--- config.mk ---
export PLATFORM = sky130hd
export DESIGN_NAME = heart_rate_calc
export DESIGN_NICKNAME = d
export VERILOG_FILES = /design/src/rtl/heart_rate_calc.sv
export SDC_FILE = /design/constraint.sdc
export NUM_CORES = 1
export LEC_CHECK = 0
export CAP_MARGIN = 20
export CORE_ASPECT_RATIO = 0.9
export CORE_MARGIN = 2
export CORE_UTILIZATION = 56
export CTS_CLUSTER_DIAMETER = 50
export DETAILED_ROUTE_END_ITERATION = 10
export GPL_ROUTABILITY_DRIVEN = 0
export PLACE_DENSITY = 0.83
export SKIP_CTS_REPAIR_TIMING = 1
export SYNTH_ARGS = -nofsm -noshare
export SYNTH_HDL_FRONTEND = slang
export SYNTH_SLANG_ARGS = --single-unit
export TNS_END_PERCENT = 20
--- constraint.sdc ---
create_clock -name clk -period 5.5 [get_ports clk]
set_input_delay 0.825 -clock clk [delete_from_list [all_inputs] [get_ports clk]]
set_output_delay 0.825 -clock clk [all_outputs]
set_load 0.02 [all_outputs]
--- src/rtl/heart_rate_calc.sv ---
// rtl/heart_rate_calc.sv - peak strobe to beats-per-minute converter
//
// Purpose: synchronizes the asynchronous peak indicator, measures the
// beat-to-beat interval in milliseconds, rejects peaks inside the refractory
// window, averages the last four intervals and divides 60000 by that average
// with a 16-step restoring divider.
//
// Ports:
//   clk        system clock
//   reset      synchronous active-low reset
//   peak_in    asynchronous peak level from the peak detector
//   bpm        latest heart rate in BPM (truncated), held between strobes
//   bpm_valid  one-cycle strobe when bpm updates
//   no_signal  high while no valid rate is available
module heart_rate_calc #(
   parameter int TICKS_PER_MS    = 40000,
   parameter int MIN_INTERVAL_MS = 300,
   parameter int MAX_INTERVAL_MS = 2000
) (
   input  logic       clk,
   input  logic       reset,
   input  logic       peak_in,
   output logic [7:0] bpm,
   output logic       bpm_valid,
   output logic       no_signal
);

   typedef enum logic [1:0] {
      ACQUIRE,
      TRACK,
      AVG,
      DIVIDE
   } state_t;

   localparam int          PW       = (TICKS_PER_MS > 1) ? $clog2(TICKS_PER_MS) : 1;
   localparam logic [PW-1:0] PRE_TC = PW'(TICKS_PER_MS - 1);
   localparam logic [15:0] MIN_MS   = 16'(MIN_INTERVAL_MS);
   localparam logic [15:0] MAX_MS   = 16'(MAX_INTERVAL_MS);
   localparam logic [15:0] DIVIDEND = 16'd60000;
   localparam logic [4:0]  DIV_STEPS = 5'd16;

   // synchronizer chain; edge_q is registered so the edge pulse is a clean flop output
   logic sync1_q, sync2_q, prev_q, edge_q;

   state_t        state_q, state_d;
   logic [PW-1:0] presc_q, presc_d;
   logic [15:0]   interval_q, interval_d;
   logic [15:0]   hist_q [4];
   logic [15:0]   hist_d [4];
   logic          first_q, first_d;
   logic [15:0]   avg_q, avg_d;
   logic [15:0]   rem_q, rem_d;
   logic [15:0]   quo_q, quo_d;
   logic [4:0]    cnt_q, cnt_d;
   logic [7:0]    bpm_q, bpm_d;
   logic          bpm_valid_q, bpm_valid_d;
   logic          no_signal_q, no_signal_d;

   logic          tick;
   logic          accept;
   logic [17:0]   sum;
   logic [16:0]   rem_shift;
   logic [16:0]   diff;
   logic          unused_sum_bits;

   assign tick   = (presc_q == PRE_TC);
   // ACQUIRE takes any edge; TRACK only outside the refractory window; AVG/DIVIDE drop edges
   assign accept = edge_q && ((state_q == ACQUIRE) ||
                              ((state_q == TRACK) && (interval_q >= MIN_MS)));

   assign sum = {2'b00, hist_q[0]} + {2'b00, hist_q[1]} +
                {2'b00, hist_q[2]} + {2'b00, hist_q[3]};
   assign unused_sum_bits = ^sum[1:0];

   // restoring step: bring in the next dividend bit, trial-subtract; bit 16 is the borrow
   assign rem_shift = {rem_q, quo_q[15]};
   assign diff      = rem_shift - {1'b0, avg_q};

   always_comb begin
      state_d     = state_q;
      presc_d     = presc_q;
      interval_d  = interval_q;
      for (int i = 0; i < 4; i++) hist_d[i] = hist_q[i];
      first_d     = first_q;
      avg_d       = avg_q;
      rem_d       = rem_q;
      quo_d       = quo_q;
      cnt_d       = cnt_q;
      bpm_d       = bpm_q;
      bpm_valid_d = 1'b0;
      no_signal_d = no_signal_q;

      if (accept) begin
         presc_d    = '0;
         interval_d = '0;
      end else begin
         presc_d = tick ? '0 : presc_q + 1'b1;
         if (tick && (interval_q < MAX_MS)) interval_d = interval_q + 16'd1;
      end

      case (state_q)
         ACQUIRE: begin
            if (accept) begin
               first_d = 1'b1;
               state_d = TRACK;
            end
         end
         TRACK: begin
            // an accepted edge wins over a same-cycle timeout
            if (accept) begin
               if (first_q) begin
                  for (int i = 0; i < 4; i++) hist_d[i] = interval_q;
               end else begin
                  hist_d[0] = interval_q;
                  hist_d[1] = hist_q[0];
                  hist_d[2] = hist_q[1];
                  hist_d[3] = hist_q[2];
               end
               first_d = 1'b0;
               state_d = AVG;
            end else if (interval_d == MAX_MS) begin
               bpm_d       = '0;
               no_signal_d = 1'b1;
               state_d     = ACQUIRE;
            end
         end
         AVG: begin
            avg_d   = sum[17:2];
            rem_d   = '0;
            quo_d   = DIVIDEND;
            cnt_d   = '0;
            state_d = DIVIDE;
         end
         DIVIDE: begin
            if (cnt_q != DIV_STEPS) begin
               if (!diff[16]) begin
                  rem_d = diff[15:0];
                  quo_d = {quo_q[14:0], 1'b1};
               end else begin
                  rem_d = rem_shift[15:0];
                  quo_d = {quo_q[14:0], 1'b0};
               end
               cnt_d = cnt_q + 5'd1;
            end else begin
               bpm_d       = quo_q[7:0];
               bpm_valid_d = 1'b1;
               no_signal_d = 1'b0;
               state_d     = TRACK;
            end
         end
         default: state_d = ACQUIRE;
      endcase
   end

   always_ff @(posedge clk) begin
      if (!reset) begin
         sync1_q     <= 1'b0;
         sync2_q     <= 1'b0;
         prev_q      <= 1'b0;
         edge_q      <= 1'b0;
         state_q     <= ACQUIRE;
         presc_q     <= '0;
         interval_q  <= '0;
         for (int i = 0; i < 4; i++) hist_q[i] <= '0;
         first_q     <= 1'b0;
         avg_q       <= '0;
         rem_q       <= '0;
         quo_q       <= '0;
         cnt_q       <= '0;
         bpm_q       <= '0;
         bpm_valid_q <= 1'b0;
         no_signal_q <= 1'b1;
      end else begin
         sync1_q     <= peak_in;
         sync2_q     <= sync1_q;
         prev_q      <= sync2_q;
         edge_q      <= sync2_q & ~prev_q;
         state_q     <= state_d;
         presc_q     <= presc_d;
         interval_q  <= interval_d;
         for (int i = 0; i < 4; i++) hist_q[i] <= hist_d[i];
         first_q     <= first_d;
         avg_q       <= avg_d;
         rem_q       <= rem_d;
         quo_q       <= quo_d;
         cnt_q       <= cnt_d;
         bpm_q       <= bpm_d;
         bpm_valid_q <= bpm_valid_d;
         no_signal_q <= no_signal_d;
      end
   end

   assign bpm       = bpm_q;
   assign bpm_valid = bpm_valid_q;
   assign no_signal = no_signal_q;

endmodule
# After elaboration in Yosys (flattened, before gate mapping)
# Memories as Yosys holds them, arrays and structs flattened.
# Cells that the tools add are included.
# op_classes
muxes,36
magnitude_cmp,2
n_reduce_logical,14
addsub,7
eq_ne,13
n_bitwise,7
# ops
operator,count
$mux W16,9
$mux W64,2
$pmux W16 S2,2
$mux W48,1
$add A16 B1 Y16 const B,2
$mux W8,3
$add A17 B16 Y18,1
$add A18 B16 Y18,1
$add A16 B16 Y17,1
$sub A17 B16 Y17,1
$eq A16 B11 Y1 const B,1
$eq A16 B16 Y1 const B,1
$ge A16 B9 Y1 const B,1
$lt A16 B11 Y1 const B,1
$pmux W8 S2,1
$ne A2 B2 Y1 const B,5
$pmux W5 S2,1
$mux W1,9
$mux W2,4
$pmux W2 S4,1
$reduce_and A3 Y1,2
$reduce_bool A2 Y1,3
$add A5 B1 Y5 const B,1
$mux W5,1
15 further kinds,24
# word_totals
elab_cells,95
input_bits,3
output_inout_bits,10
ram_bits,64
register_bits,102
memories,1
# memory_table
memory,words,word_bits,rd,rd_clocked_by_memory_dff,write_ports,line,rtl
hist_q,4,16,4,0,4,48,logic [15:0] hist_q [4];

# Logic depth before layout (Yosys ltp)
# Gate-level depths: netlist (run 1).
# depth
word_depth,9
mapped_depth,14
mapped_depth_nobuf,14

# Worst setup path after synthesis (run 1)
# No wires, ideal clock.
# synth_path
path_type,register -> register
start,memory hist_q[0][2]
end,register avg_q[13]
period_less_slack_ps,3523
n_path_buf,0
stages_incl_launch_ff,15
setup_ps,122
t_required_ps,5378
arrival_time_ps,3401
setup_slack_ps,1977
path_cell_list,dfxtp_1 inv_1 fa_1 fa_1 inv_1 fa_1 a21o_1 a21oi_1 o21bai_1 a21o_1 a21oi_1 o21ai_1 a31oi_1 nor4_1 a311o_1
# synth_rtl
item,line,rtl
"start, declared",48,
"end signal, assigned",183,avg_q <= avg_d;
"end, declared",51,"logic [15:0] avg_q, avg_d;"

==> results of run 1 <==
==> where the power goes <==
group          internal, mW  switching (mW)
Sequential             1.21         0.00901
Combinational        0.0384          0.0699
Clock                 0.610           0.566
Total                  1.86           0.645
==> flip-flops by register name (all words and copies together) (netlist names), 2 cells and up <==
register	cells
avg_q	16
state_q	2
interval_q	16
bpm	8
quo_q	16
cnt_q	5
presc_q	16
rem_q	16
hist_q	64
==> area by class of cell <==
type | count | area share [%]
Timing Repair Buffer | 21 | 1.98
Sequential cell | 166 | 33.6
Inverter | 92 | 3.49
Clock buffer | 18 | 4.34
Clock inverter | 14 | 1.56
Multi-Input combinational cell | 710 | 52.4
Tap cell | 207 | 2.62
==> critical path, delay by kind of cell, from the launching register on <==
kind                     cells  cell delay (ns)
AND/OR/NAND/NOR              1             0.09
AO/OA/AOI/OAI                8             1.72
flip-flops                   1             0.35
adder cells (fa/ha/maj)      3             1.47
buffers and inverters        2             0.12
==> cells in the mapped netlist, drive strengths merged (2+ instances only) <==
| master | n | area share [%] |
|---|---|---|
| o31ai | 6 | 0.50 |
| a311oi | 3 | 0.29 |
| a21o | 10 | 0.83 |
| and4 | 2 | 0.22 |
| o2111ai | 3 | 0.29 |
| xnor2 | 22 | 2.1 |
| nor2 | 120 | 5.0 |
| and3 | 7 | 0.48 |
| a31oi | 11 | 0.76 |
| ha | 41 | 5.7 |
| a21oi | 49 | 2.7 |
| or2 | 4 | 0.28 |
| o211ai | 7 | 0.58 |
| o21bai | 5 | 0.41 |
| o21ai | 28 | 1.6 |
| and2 | 12 | 0.83 |
| dfxtp | 166 | 37 |
| or3 | 2 | 0.14 |
| buf | 9 | 0.46 |
| nor3 | 13 | 0.88 |
| nand2b | 8 | 0.55 |
| xor2 | 26 | 2.5 |
| a32o | 10 | 1.1 |
| nor4 | 4 | 0.28 |
| mux2 | 3 | 0.37 |
| nand3b | 2 | 0.17 |
| nand4 | 10 | 0.69 |
| mux2i | 71 | 7.8 |
| a211oi | 52 | 4.4 |
| nor2b | 7 | 0.48 |
| nand2 | 92 | 3.8 |
| or4 | 2 | 0.17 |
| fa | 33 | 7.3 |
| inv | 92 | 3.8 |
| o21a | 3 | 0.25 |
| clkbuf | 50 | 2.1 |
| nand3 | 27 | 1.5 |
==> final timing paths <==
path | from | end | slack [ns] | cells after the start
hold / removal | prev_q$_SDFF_PN0_ | edge_q$_SDFF_PN0_ | 0.39 | 1
setup reg to reg | hist_q[0][2]$_SDFFE_PN0P_ | avg_q[13]$_SDFFE_PN0P_ | 1.61 | 14
setup / recovery | hist_q[0][2]$_SDFFE_PN0P_ | avg_q[13]$_SDFFE_PN0P_ | 1.61 | 14
hold reg to reg | prev_q$_SDFF_PN0_ | edge_q$_SDFF_PN0_ | 0.39 | 1
==> metal layers <==
layer	wire length (um)	GRT usage [%]
met5	0	0
met4	234	5.70
met3	548	4.19
met2	8300	35.3
met1	8530	28.9
==> cells by family after synthesis <==
family / synth area share [%]
AND/OR/NAND/NOR: 16.4
AO/OA/AOI/OAI: 14.7
flip-flops: 36.7
buffers and inverters: 6.34
multiplexers: 8.22
adder cells (fa/ha/maj): 13.0
XOR/XNOR: 4.64
==> metrics by stage <==
step	utilization (%)	std cells	instance area, sq um	total power [mW]
floorplan	-	1027	9050	1.33
global placement	58.0	1193	9270	1.35
detailed placement	58.1	1194	9280	1.35
CTS	61.8	1226	9870	2.52
global route	61.9	1228	9880	2.58
finish	61.9	1228	9880	2.51
==> summary.md, run 1 <==
| Metric | Value |
|---|---|
| CP arrival | 4.22 ns |
| Setup_tns | 0 ns |
| Commonest cells after routing, fill and taps aside | dfxtp_1 (165), nor2_1 (119), inv_1 (91), nand2_1 (91), mux2i_1 (71) |
| Clock Latency Late Sink | 0.44 ns |
| Worst hold margin | 0.389 ns |
| Max rail drop VDD | 0.000229 V |
| Max transition margin | 41.8% |
| TritonCTS clock tree | built |
| RSZ-0062 raised after global routing | false |
| Pre-CTS setup slack | 1.65 ns |
| Startpoint Class | flip-flop |
| Starting density of the core | 56.7% |
| Syn Area/Cell | 8.82 sq um |
| Post-route setup slack | 1.61 ns |
| Core ar. | 16000 sq um |
| Worst slew pin tran | 0.873 ns |
| # setup viols final | 0 |
| Iter 0 DRT Violations | 472 |
| Syn Nets | 1104 |
| DP Wirelength | 12000 um |
| Minimum clock period after layout | 3.89 ns |
| Critical path class | reg -> reg |
| Worst min path class | reg -> reg |
| Cts bufs inserted | 17 |
| Initial antenna violation count | 0 |
| Synth Flop Type | dfxtp_1 |
| CTS Buffer Depth | 2 |
| CP dominant cell by count | fa_1 |
| Area grow syn2layout | 9.12% |
| Pleak | 3.68 nW |
| Total gr overflow | 0 |
| WL/cell | 14.3 um |
| Filler cells | 1364 |
| Syn Inst Count | 1027 |
| Vias in the first global route | 6567 |
| Share of post-route cells with drive strength above 1 | 6.07% |
| PwrDens | 254 nW/um^2 |
| Vias post-DR | 6813 |
| I/O pin total | 13 |
| Outcome | finished, final reports clean |
| Die Area | 17200 sq um |
| Synth Warn # | 0 |
| CTS H-tree depth | 4 |
| First-pass GRT wire length | 30700 um |
| Fmax | 0.257 GHz |
| Synth Register Bits | 166 |
| Max incr delay on CP | 0.51 ns |
| Via density per instance | 5.55 |
| Root buf cell | clkbuf_16 |
| Post-synth ARST share | 0% |
| Initial DRT Pass Iterations | 5 |
| Fin crit share | 70.6% |
| Die X | 138 um |
| GR Util All Layers | 21.4% |
| Final hold violations | 0 |
| # diodes | 0 |
| Max-cap violations | 0 |
| NumNets Final | 1085 |
| CP Max Fanout | 3 |
| Most common cell after layout, fill and taps aside | dfxtp_1 |
| Largest net degree at the start of global routing | 85 |
| Multi-input gate area in the final layout | 5170 sq um |
| Post-synth EDFFs | 0 |
| Seq. cell area | 3320 sq um |
| DIE HEIGHT | 125 um |
| Synthesized area | 9050 sq um |
| Critical path capture point type | flip-flop |
| Overall routed net length | 17600 um |
| DRC viols | 0 |
| Synth unique cells | 61 |
| Seq/Total Area, Yosys | 36.7% |
| Worst-path clk slew | 0.07 ns |
| Detail Route Antenna Nets | 0 |
| CP max-delay cell | fa_1 |
| Required time worst endpoint | 5.83 ns |
| CP cell instances | inv_1 > fa_1 > fa_1 > inv_1 > fa_1 > a21o_1 > a21oi_1 > o21bai_1 > a21o_1 > a21oi_1 > o21ai_1 > a31oi_1 > nor4_1 > a311o_1 |
| Clk_skew | 0.0116 ns |
| Final Max Slew Viols | 0 |
| Clock Sinks | 166 |
| Port Buf Inserts | 12 |
| Row Count | 44 |
Power figures use the tool's default switching activity.
==> run 2, diff against run 1 <==
PLACE_DENSITY = 0.86   (was 0.83)
clock period = 3.2 ns   (was 5.5 ns; I/O delays follow)
==> run 2 against run 1 <==
The flow now finishes with violations (negative setup slack). Worst setup slack worse by 1.8 ns. Core utilization is 3.7 points higher. Clock-buffer cell count stayed put. Critical path type unchanged. Via count is 6.3% higher. Largest power group unchanged. Global-route usage is 1.7 points higher.
==> summary.md, run 2 (synthesis gave the netlist of run 1 again) <==
| Metric | Value |
|---|---|
| Outcome | finished with violations |
| Violated checks | negative setup slack |
| Sequential Power Share | 48.4% |
| Max-cap violations | 0 |
| Max transition margin | 32.3% |
| Final Max Slew Viols | 0 |
| Clock Latency Late Sink | 0.43 ns |
| Root buf cell | clkbuf_16 |
| Total gr overflow | 0 |
| Commonest cells after routing, fill and taps aside | dfxtp_1 (160), nor2_1 (119), nand2_1 (91) |
| Overall routed net length | 19800 um |
| Critical path capture point type | flip-flop |
| Fmax | 0.294 GHz |
| WP buf/inv | 1 |
| GR Util All Layers | 23.1% |
| Worst-path clk slew | 0.07 ns |
| Setup_tns | -0.716 ns |
| Startpoint Class | flip-flop |
| CP Max Fanout | 3 |
| Post-route setup slack | -0.200 ns |
| Crit path max-delay family | adder cells |
| Internal power | 3.22 mW |
| RSZ-0062 raised after global routing | true |
| Max FFs per register | 64 |
| Area grow syn2layout | 15.6% |
| I/O pin total | 13 |
| Die Area | 17200 sq um |
| Port Buf Inserts | 12 |
| Initial DRT Pass Iterations | 5 |
| Max incr delay on CP | 0.54 ns |
| Comb pwr share | 4.6% |
| CP max-delay cell | fa_1 |
| Worst min path class | reg -> reg |
| Sw frac | 25.6% |
| Pleak | 3.98 nW |
| Iter 0 DRT Violations | 541 |
| Largest net degree at the start of global routing | 69 |
| Clock Power Share | 47.0% |
| Core ar. | 16000 sq um |
| DIE HEIGHT | 125 um |
| Fin crit share | 106% |
| Via density per instance | 5.69 |
| Starting density of the core | 56.7% |
| Required time worst endpoint | 3.52 ns |
| Max rail drop VDD | 0.000399 V |
| Die X | 138 um |
| # diodes | 0 |
| CTS Buffer Depth | 2 |
| Critical path class | reg -> reg |
| WL/cell | 15.6 um |
| Detail Route Antenna Nets | 0 |
| NumNets Final | 1130 |
| Placed cell count | 1235 |
| Clk_skew | 0.00777 ns |
| Vias post-DR | 7245 |
| Most common cell after layout, fill and taps aside | dfxtp_1 |
| Net switching power | 1.11 mW |
| Vias in the first global route | 7084 |
| Final core occ | 65.6% |
| Final hold violations | 0 |
| Largest reg by FF count | hist_q |
| CP arrival | 3.72 ns |
| CTS H-tree depth | 4 |
| Clock Sinks | 166 |
| Row Count | 44 |
| CP cell instances | inv_2 > fa_1 > fa_1 > nor3b_2 > fa_2 > a21o_1 > a21oi_2 > o21bai_1 > a21o_1 > a21oi_4 > o21ai_2 > a31oi_2 > and4_1 > a311o_1 |
| DRC viols | 0 |
| First-pass GRT wire length | 33200 um |
| Overall Power | 4.33 mW |
| Worst slew pin tran | 1.01 ns |
| Share of post-route cells with drive strength above 1 | 13.6% |
| Initial antenna violation count | 0 |
| Cts bufs inserted | 17 |
| Minimum clock period after layout | 3.40 ns |
| TritonCTS clock tree | built |
| Non-filler cells in the finished layout | 1273 |
| DP Wirelength | 13000 um |
| # setup viols final | 6 |
| PwrDens | 414 nW/um^2 |
## run 2: cell count changes in the layout (fill, tap and decap cells not counted), sizes merged
cell / before / now
buf: 9 / 54
clkinv: 4 / 6
inv: 101 / 99
## run 2: power groups by stage
| stage | registers [mW] | logic (mW) | clock network, mW |
|---|---|---|---|
| 2_1_floorplan | 2.14 | 0.146 | 0 |
| 3_3_place_gp | 2.15 | 0.184 | 0 |
| 3_5_place_dp | 2.15 | 0.190 | 0 |
| 4_1_cts | 2.10 | 0.192 | 2.06 |
| 5_1_grt | 2.10 | 0.218 | 2.16 |
| 6_report | 2.10 | 0.198 | 2.04 |
## run 2: final cells by class
type	count	area, sq um
Clock buffer	18	439
Timing Repair Buffer	66	558
Tap cell	207	259
Clock inverter	14	156
Sequential cell	166	3330
Multi-Input combinational cell	710	5380
Fill cell	1217	5500
Inverter	92	345
## run 2: metrics by stage
step | area [sq um] | setup slack (ns) | hold WS [ns]
floorplan | 9080 | -0.00655 | 0.367
global route | 10500 | -0.392 | 0.405
detailed placement | 9630 | -0.161 | 0.376
finish | 10500 | -0.200 | 0.382
CTS | 10200 | -0.215 | 0.386
global placement | 9630 | -0.0582 | 0.372
## run 2: final timing paths
check,end,slack [ns],cells after the start,from
worst max register to register,avg_q[13]$_SDFFE_PN0P_,-0.20,14,hist_q[0][33]$_SDFFE_PN0P_
worst min-delay path,edge_q$_SDFF_PN0_,0.38,1,prev_q$_SDFF_PN0_
worst max-delay path,avg_q[13]$_SDFFE_PN0P_,-0.20,14,hist_q[0][33]$_SDFFE_PN0P_
worst min register to register,edge_q$_SDFF_PN0_,0.38,1,prev_q$_SDFF_PN0_
## run 2: worst register-to-register path, delay by kind of cell (launching register included)
kind                       cells  cell delay (ns)
AOI/OAI and AO/OA              8             1.22
adders and majority gates      3             1.25
buffers and inverters          1             0.04
DFF                            1             0.33
and+or+nand+nor                2             0.44
## run 2: layer usage
metal | part of all wire [%] | global-route usage (%) | wire, um | vias up
met5 | 0 | 0 | 0 | -
met4 | 1.8 | 7.20 | 362 | 0
met3 | 4.0 | 4.15 | 784 | 34
met2 | 49 | 39.0 | 9700 | 165
met1 | 45 | 30.1 | 8980 | 3475
li1 | - | - | - | 3571
